## src/rtl/div_ctrl_if.sv

```systemverilog
// Handshake bundle between the execute-stage pipeline, the divider controller
// and the multi-cycle unsigned divider.
interface div_ctrl_if #(
  parameter int W = 32
);
  logic           req_valid;
  logic           req_signed;
  logic [W-1:0]   req_a;
  logic [W-1:0]   req_b;
  logic           wr_hi;
  logic           wr_lo;
  logic [W-1:0]   wr_data;
  logic           flush;
  logic           busy;
  logic           resp_valid;
  logic [W-1:0]   hi;
  logic [W-1:0]   lo;
  logic           div_valid;
  logic [W-1:0]   div_a;
  logic [W-1:0]   div_b;
  logic           div_done;
  logic [2*W-1:0] div_c;

  modport slave (
    input  req_valid, req_signed, req_a, req_b, wr_hi, wr_lo, wr_data, flush,
    input  div_done, div_c,
    output busy, resp_valid, hi, lo, div_valid, div_a, div_b
  );

  modport master (
    output req_valid, req_signed, req_a, req_b, wr_hi, wr_lo, wr_data, flush,
    output div_done, div_c,
    input  busy, resp_valid, hi, lo, div_valid, div_a, div_b
  );
endinterface

```

## src/rtl/div_ctrl.sv

```systemverilog
// Execute-stage initiator for the multi-cycle unsigned divider: signed
// pre/post-processing, HI/LO ownership, pipeline stall and flush handling.
module div_ctrl #(
  parameter int W = 32
) (
  input  logic       clk,
  input  logic       resetn,
  div_ctrl_if.slave  bus
);

  typedef enum logic [2:0] {
    IDLE    = 3'd0,
    LAUNCH  = 3'd1,
    WAIT    = 3'd2,
    CAPTURE = 3'd3,
    DRAIN   = 3'd4,
    DZERO   = 3'd5
  } state_t;

  state_t       state_q;
  logic [W-1:0] hi_q;
  logic [W-1:0] lo_q;
  logic [W-1:0] a_q;
  logic [W-1:0] b_q;
  logic         q_neg_q;
  logic         r_neg_q;

  logic [W-1:0] quot_d;
  logic [W-1:0] rem_d;

  function automatic logic [W-1:0] neg2c(input logic [W-1:0] x);
    return ~x + {{(W-1){1'b0}}, 1'b1};
  endfunction

  // Magnitude of a signed operand; 0x80..0 maps to itself read as unsigned.
  function automatic logic [W-1:0] mag(input logic [W-1:0] x, input logic sgn);
    logic signed [W-1:0] xs;
    xs = signed'(x);
    return (sgn && (xs < 0)) ? neg2c(x) : x;
  endfunction

  assign quot_d = q_neg_q ? neg2c(bus.div_c[W-1:0])   : bus.div_c[W-1:0];
  assign rem_d  = r_neg_q ? neg2c(bus.div_c[2*W-1:W]) : bus.div_c[2*W-1:W];

  always_ff @(posedge clk or negedge resetn) begin
    if (!resetn) begin
      state_q <= IDLE;
      hi_q    <= '0;
      lo_q    <= '0;
      a_q     <= '0;
      b_q     <= '0;
      q_neg_q <= 1'b0;
      r_neg_q <= 1'b0;
    end else begin
      case (state_q)
        IDLE: begin
          if (bus.wr_hi) hi_q <= bus.wr_data;
          if (bus.wr_lo) lo_q <= bus.wr_data;
          if (bus.req_valid) begin
            if (bus.req_b != '0) begin
              a_q     <= mag(bus.req_a, bus.req_signed);
              b_q     <= mag(bus.req_b, bus.req_signed);
              q_neg_q <= bus.req_signed & (bus.req_a[W-1] ^ bus.req_b[W-1]);
              r_neg_q <= bus.req_signed & bus.req_a[W-1];
              state_q <= LAUNCH;
            end else begin
              state_q <= DZERO;
            end
          end
        end
        // div_done is still high from the previous op here, so it is not looked at.
        LAUNCH:  state_q <= bus.flush ? IDLE : WAIT;
        WAIT: begin
          if (bus.flush)         state_q <= DRAIN;
          else if (bus.div_done) state_q <= CAPTURE;
        end
        CAPTURE: begin
          if (!bus.flush) begin
            lo_q <= quot_d;
            hi_q <= rem_d;
          end
          state_q <= IDLE;
        end
        DRAIN: if (bus.div_done) state_q <= IDLE;
        DZERO:   state_q <= IDLE;
        default: state_q <= IDLE;
      endcase
    end
  end

  assign bus.busy       = (state_q != IDLE);
  assign bus.div_valid  = (state_q == LAUNCH) && !bus.flush;
  assign bus.resp_valid = ((state_q == CAPTURE) || (state_q == DZERO)) && !bus.flush;
  assign bus.hi         = hi_q;
  assign bus.lo         = lo_q;
  assign bus.div_a      = a_q;
  assign bus.div_b      = b_q;

endmodule
```

## src/flat_wrapper.sv

```systemverilog
// flat-port wrapper written by rule: the top's interface ports become plain ports
module div_ctrl_flat 
#(
  parameter int W = 32
)
  (clk, resetn, bus_req_valid, bus_req_signed, bus_req_a, bus_req_b, bus_wr_hi, bus_wr_lo, bus_wr_data, bus_flush, bus_div_done, bus_div_c, bus_busy, bus_resp_valid, bus_hi, bus_lo, bus_div_valid, bus_div_a, bus_div_b);
  div_ctrl_if #(.W(W)) bus_i ();
  input  logic clk;
  input  logic resetn;
  input wire logic [$bits(bus_i.req_valid)-1:0] bus_req_valid;
  input wire logic [$bits(bus_i.req_signed)-1:0] bus_req_signed;
  input wire logic [$bits(bus_i.req_a)-1:0] bus_req_a;
  input wire logic [$bits(bus_i.req_b)-1:0] bus_req_b;
  input wire logic [$bits(bus_i.wr_hi)-1:0] bus_wr_hi;
  input wire logic [$bits(bus_i.wr_lo)-1:0] bus_wr_lo;
  input wire logic [$bits(bus_i.wr_data)-1:0] bus_wr_data;
  input wire logic [$bits(bus_i.flush)-1:0] bus_flush;
  input wire logic [$bits(bus_i.div_done)-1:0] bus_div_done;
  input wire logic [$bits(bus_i.div_c)-1:0] bus_div_c;
  output wire logic [$bits(bus_i.busy)-1:0] bus_busy;
  output wire logic [$bits(bus_i.resp_valid)-1:0] bus_resp_valid;
  output wire logic [$bits(bus_i.hi)-1:0] bus_hi;
  output wire logic [$bits(bus_i.lo)-1:0] bus_lo;
  output wire logic [$bits(bus_i.div_valid)-1:0] bus_div_valid;
  output wire logic [$bits(bus_i.div_a)-1:0] bus_div_a;
  output wire logic [$bits(bus_i.div_b)-1:0] bus_div_b;
  assign bus_i.req_valid = bus_req_valid;
  assign bus_i.req_signed = bus_req_signed;
  assign bus_i.req_a = bus_req_a;
  assign bus_i.req_b = bus_req_b;
  assign bus_i.wr_hi = bus_wr_hi;
  assign bus_i.wr_lo = bus_wr_lo;
  assign bus_i.wr_data = bus_wr_data;
  assign bus_i.flush = bus_flush;
  assign bus_i.div_done = bus_div_done;
  assign bus_i.div_c = bus_div_c;
  assign bus_busy = bus_i.busy;
  assign bus_resp_valid = bus_i.resp_valid;
  assign bus_hi = bus_i.hi;
  assign bus_lo = bus_i.lo;
  assign bus_div_valid = bus_i.div_valid;
  assign bus_div_a = bus_i.div_a;
  assign bus_div_b = bus_i.div_b;
  div_ctrl #(.W(W)) u_core (.clk(clk), .resetn(resetn), .bus(bus_i));
endmodule
```

## config.mk

```make
export PLATFORM = sky130hd
export DESIGN_NAME = div_ctrl_flat
export DESIGN_NICKNAME = d
export VERILOG_FILES = /design/src/rtl/div_ctrl_if.sv /design/src/rtl/div_ctrl.sv /design/src/flat_wrapper.sv
export SDC_FILE = /design/constraint.sdc
export NUM_CORES = 1
export LEC_CHECK = 0
export BUFFER_PORTS_ARGS = -buffer_cell sky130_fd_sc_hd__buf_2
export CAP_MARGIN = 20
export CORE_ASPECT_RATIO = 2
export CORE_UTILIZATION = 53
export DETAILED_ROUTE_END_ITERATION = 10
export PLACE_DENSITY_LB_ADDON = 0.08
export SLEW_MARGIN = 20
export SYNTH_ARGS = -nofsm -noshare
export SYNTH_HDL_FRONTEND = slang
export SYNTH_SLANG_ARGS = --single-unit
```

## constraint.sdc

```tcl
create_clock -name clk -period 3.25 [get_ports clk]
set_input_delay 0.65 -clock clk [delete_from_list [all_inputs] [get_ports clk]]
set_output_delay 0.65 -clock clk [all_outputs]
set_load 0.01 [all_outputs]
```

==> impl_metrics.toml <==
[die]
core_sq_um = 14800
floorplan_die_area_sq_um = 15700
num_io_pins = 299
floorplan.initialDensity = 0.541
horizontal_die_dimension_microns = 89.0
die_height_microns = 176
floorplan.rows = 63

[synth]
synth_fp_nets = 1116
ys_types = 52
postSynth.topFlopCell = "dfrtp_1"
synthDominantCellAreaShare = 0.415
synth_seq_cells = 133
netlist.top_cell.by_area = "dfrtp_1"
synth_area_leaders = "dfrtp_1 (42%), o21ai_0 (7.3%), xor2_1 (7.1%)"
syn-cell-area_sq_um = 8020
synth-warning-count = 0
ys_async_sr_fraction = 1.00
number_of_synthesized_flops_with_an_enable_pin = 0
seq_area_frac_synth = 0.415
synth_cells = 944
avgSynthCellArea_sq_um = 8.49

[grt]
grt_pass1_vias = 8090
antenna_violations_before_repair = 0
grt_use_total = 0.346
maximum_number_of_pins_on_one_net_before_global_route_repair = 66
grt_pass1_wl_microns = 40200
globalRoute.totalOverflow = 0

[critical_path]
crit_path_end = "u_core.bus.lo[31]"
path_class = "in -> reg"
critical_path.startpoint_type = "input pin"
crit_start = "bus_div_c[20]"
critPathMaxFanout = 4
regToRegSetupSlack_ps = 950
count_of_cells_along_the_worst_register_to_register_path = 6
critical_r2r_launch = "u_core.state_q[1]"
worst-endpoint-required_ps = 3530
critical_path_arrival_ps = 2980
setup.worst_path.end_class = "flip-flop"
endpoint_of_the_lowest_slack_register_to_register_path = "u_core.bus.lo[26]"

[place]
dp_hpwl_microns = 20300
gp_congestion = 0.923
dpl-instance-area_sq_um = 9750
port_buffers = 298

[detailed_routing]
drtAntennaViolNets = 0
routed-via-count = 8169
detail_route.iter0.violations = 365
drt_first_pass_iters = 5
routed_wl_per_cell_microns = 18.3
drt-vias-per-instance = 5.68
post-route-drc-count = 0
route.final.wire_length_microns = 26400

[cells_and_area]
layout.nets = 1403
multiInputGateArea_sq_um = 4410
register_area_sq_um = 3330
filler_cell_count = 1357
layout.cell_area.non_filler_sq_um = 10400
diodes = 0
drive_gt1_frac = 0.297
layout-area-overhead-vs-synth_pct = 29.5

[clocking]
cts_resized = 0
clock_latency_of_the_later_clocked_register_in_the_worst_skew_pair_ps = 430
tritoncts = "yes"
cts.root.buffer_cell = "clkbuf_16"
clk_pin_slew_worst_paths_ps = 60
buffers_inserted_by_post_cts_timing_repair = 0
cts_hold_buffers = 0
clkSinkCount = 133
htree_levels = 4
numCtsBuffers = 17
clockBufferDepth = 2

[timing]
fin_hold_ws_ps = 213
finalClockSkew_ps = 12.1
tightestPinTransition_ps = 1030
period_share = 0.830
final.setup.tns_ps = 0
layout_min_cycle_time_ps = 2700
setup_violations = 0
max_freq_mhz = 371
timing.slew.headroom = 0.314
slew_violations = 0
finalHoldViolCount = 0
rsz_0062_raised_after_global_routing = "no"

[pwr]
power.static_leakage_nw = 4.74
pwr_density_cell_nw_per_um2 = 868
worst_ir_drop_vdd_mv = 0.511

[hold_path]
hold_path_class = "in -> async"

[flow_run]
timing.max_cap.violations = 0

[run_status]
outcome = "completed"
==> where the power goes <==
part / switching (mW) / total (mW) / internal, mW
clock network: 0.752 / 2.08 / 1.33
logic: 2.36 / 3.95 / 1.59
registers: 0.521 / 2.99 / 2.47
==> logic make-up (layout without fill, tap and decap cells) <==
kind of cell,Yosys count,count (layout),share of synthesized area
xor gates and xnor gates,119,119,0.130
and+or+nand+nor,356,356,0.204
adders and majority gates,4,4,0.00624
buffers and inverters,65,365,0.0360
muxes,3,3,0.00375
AOI/OAI and AO/OA,264,264,0.205
DFF,133,133,0.415
==> per-layer routing <==
metal	vias up	routed length, microns	GRT usage
met4	0	2060	0.255
li1	3907	-	-
met2	345	13900	0.623
met5	-	0	0
met3	104	1860	0.0879
met1	3813	8520	0.321
==> state kept, by name, summed over array words and instances (netlist names) <==
register	flops
u_core.bus.div_a	32
u_core.bus.lo	32
u_core.q_neg_q	1
u_core.r_neg_q	1
u_core.state_q	3
u_core.bus.hi	32
u_core.bus.div_b	32
==> final cells by class <==
class | instances | area share
multi-input cells | 746 | 0.425
clock buffers | 21 | 0.0443
well taps | 195 | 0.0235
clock inverters | 11 | 0.0167
repair buffers | 322 | 0.166
flip-flops and latches | 133 | 0.320
inverters | 11 | 0.00398
==> worst max-delay path, cell delays in order <==
cell	delay, ps
buf_2	120
or4_4	550
or4_4	460
or4_4	590
o31ai_4	200
xor2_1	330
o21ai_1	90
==> Yosys cell counts, types with 4 or more instances <==
cell type / count
a21o_1: 5
a21oi_1: 36
a221oi_1: 4
a31oi_1: 6
buf_2: 8
clkbuf_1: 39
dfrtp_1: 133
ha_1: 4
inv_1: 11
nand2_1: 150
nand2b_1: 6
nand3_1: 15
nand4_1: 5
nor2_1: 103
nor3_1: 17
nor4_1: 10
o21ai_0: 117
o21ai_1: 4
o221ai_1: 4
o22ai_1: 4
o31ai_1: 57
o41ai_1: 16
or2_2: 4
or3_1: 9
or4_1: 13
xnor2_1: 54
xor2_1: 65
==> cell usage in the layout (no fill, tap or decap), drive strengths merged, types with 3 or more instances in the layout <==
cell type,instances
buf,322
nand2,150
dfrtp,133
o21ai,121
nor2,103
xor2,65
o31ai,59
xnor2,54
a21oi,36
clkbuf,21
nor3,17
o41ai,16
or4,16
nand3,15
inv,12
nor4,12
or3,11
a31oi,6
nand4,6
nand2b,6
a21o,5
or2,4
o221ai,4
o22ai,4
a221oi,4
ha,4
bufinv,4
and2,3
nor2b,3
mux2i,3
a211oi,3
clkinvlp,3
nor4b,3
clkinv,3
==> through the flow <==
stage,cells,power (mW),util,setup WS [ps]
after detailed placement,1407,6.94,0.658,134
after CTS,1439,9.04,0.701,569
after global placement,1407,6.85,0.658,174
after global routing,1439,9.65,0.701,491
final,1439,9.02,0.701,552
after floorplan,944,5.28,-,543
==> how the worst min path moves through the flow <==
stage          slack, ps                   to
2_1_floorplan        350  u_core.bus.div_a[0]
3_3_place_gp         450     u_core.bus.hi[8]
3_5_place_dp         460     u_core.bus.hi[5]
4_1_cts              230     u_core.bus.hi[4]
5_1_grt              260     u_core.bus.hi[4]
6_report             210     u_core.bus.hi[4]
Note: power is estimated with default switching activity, not from simulation.
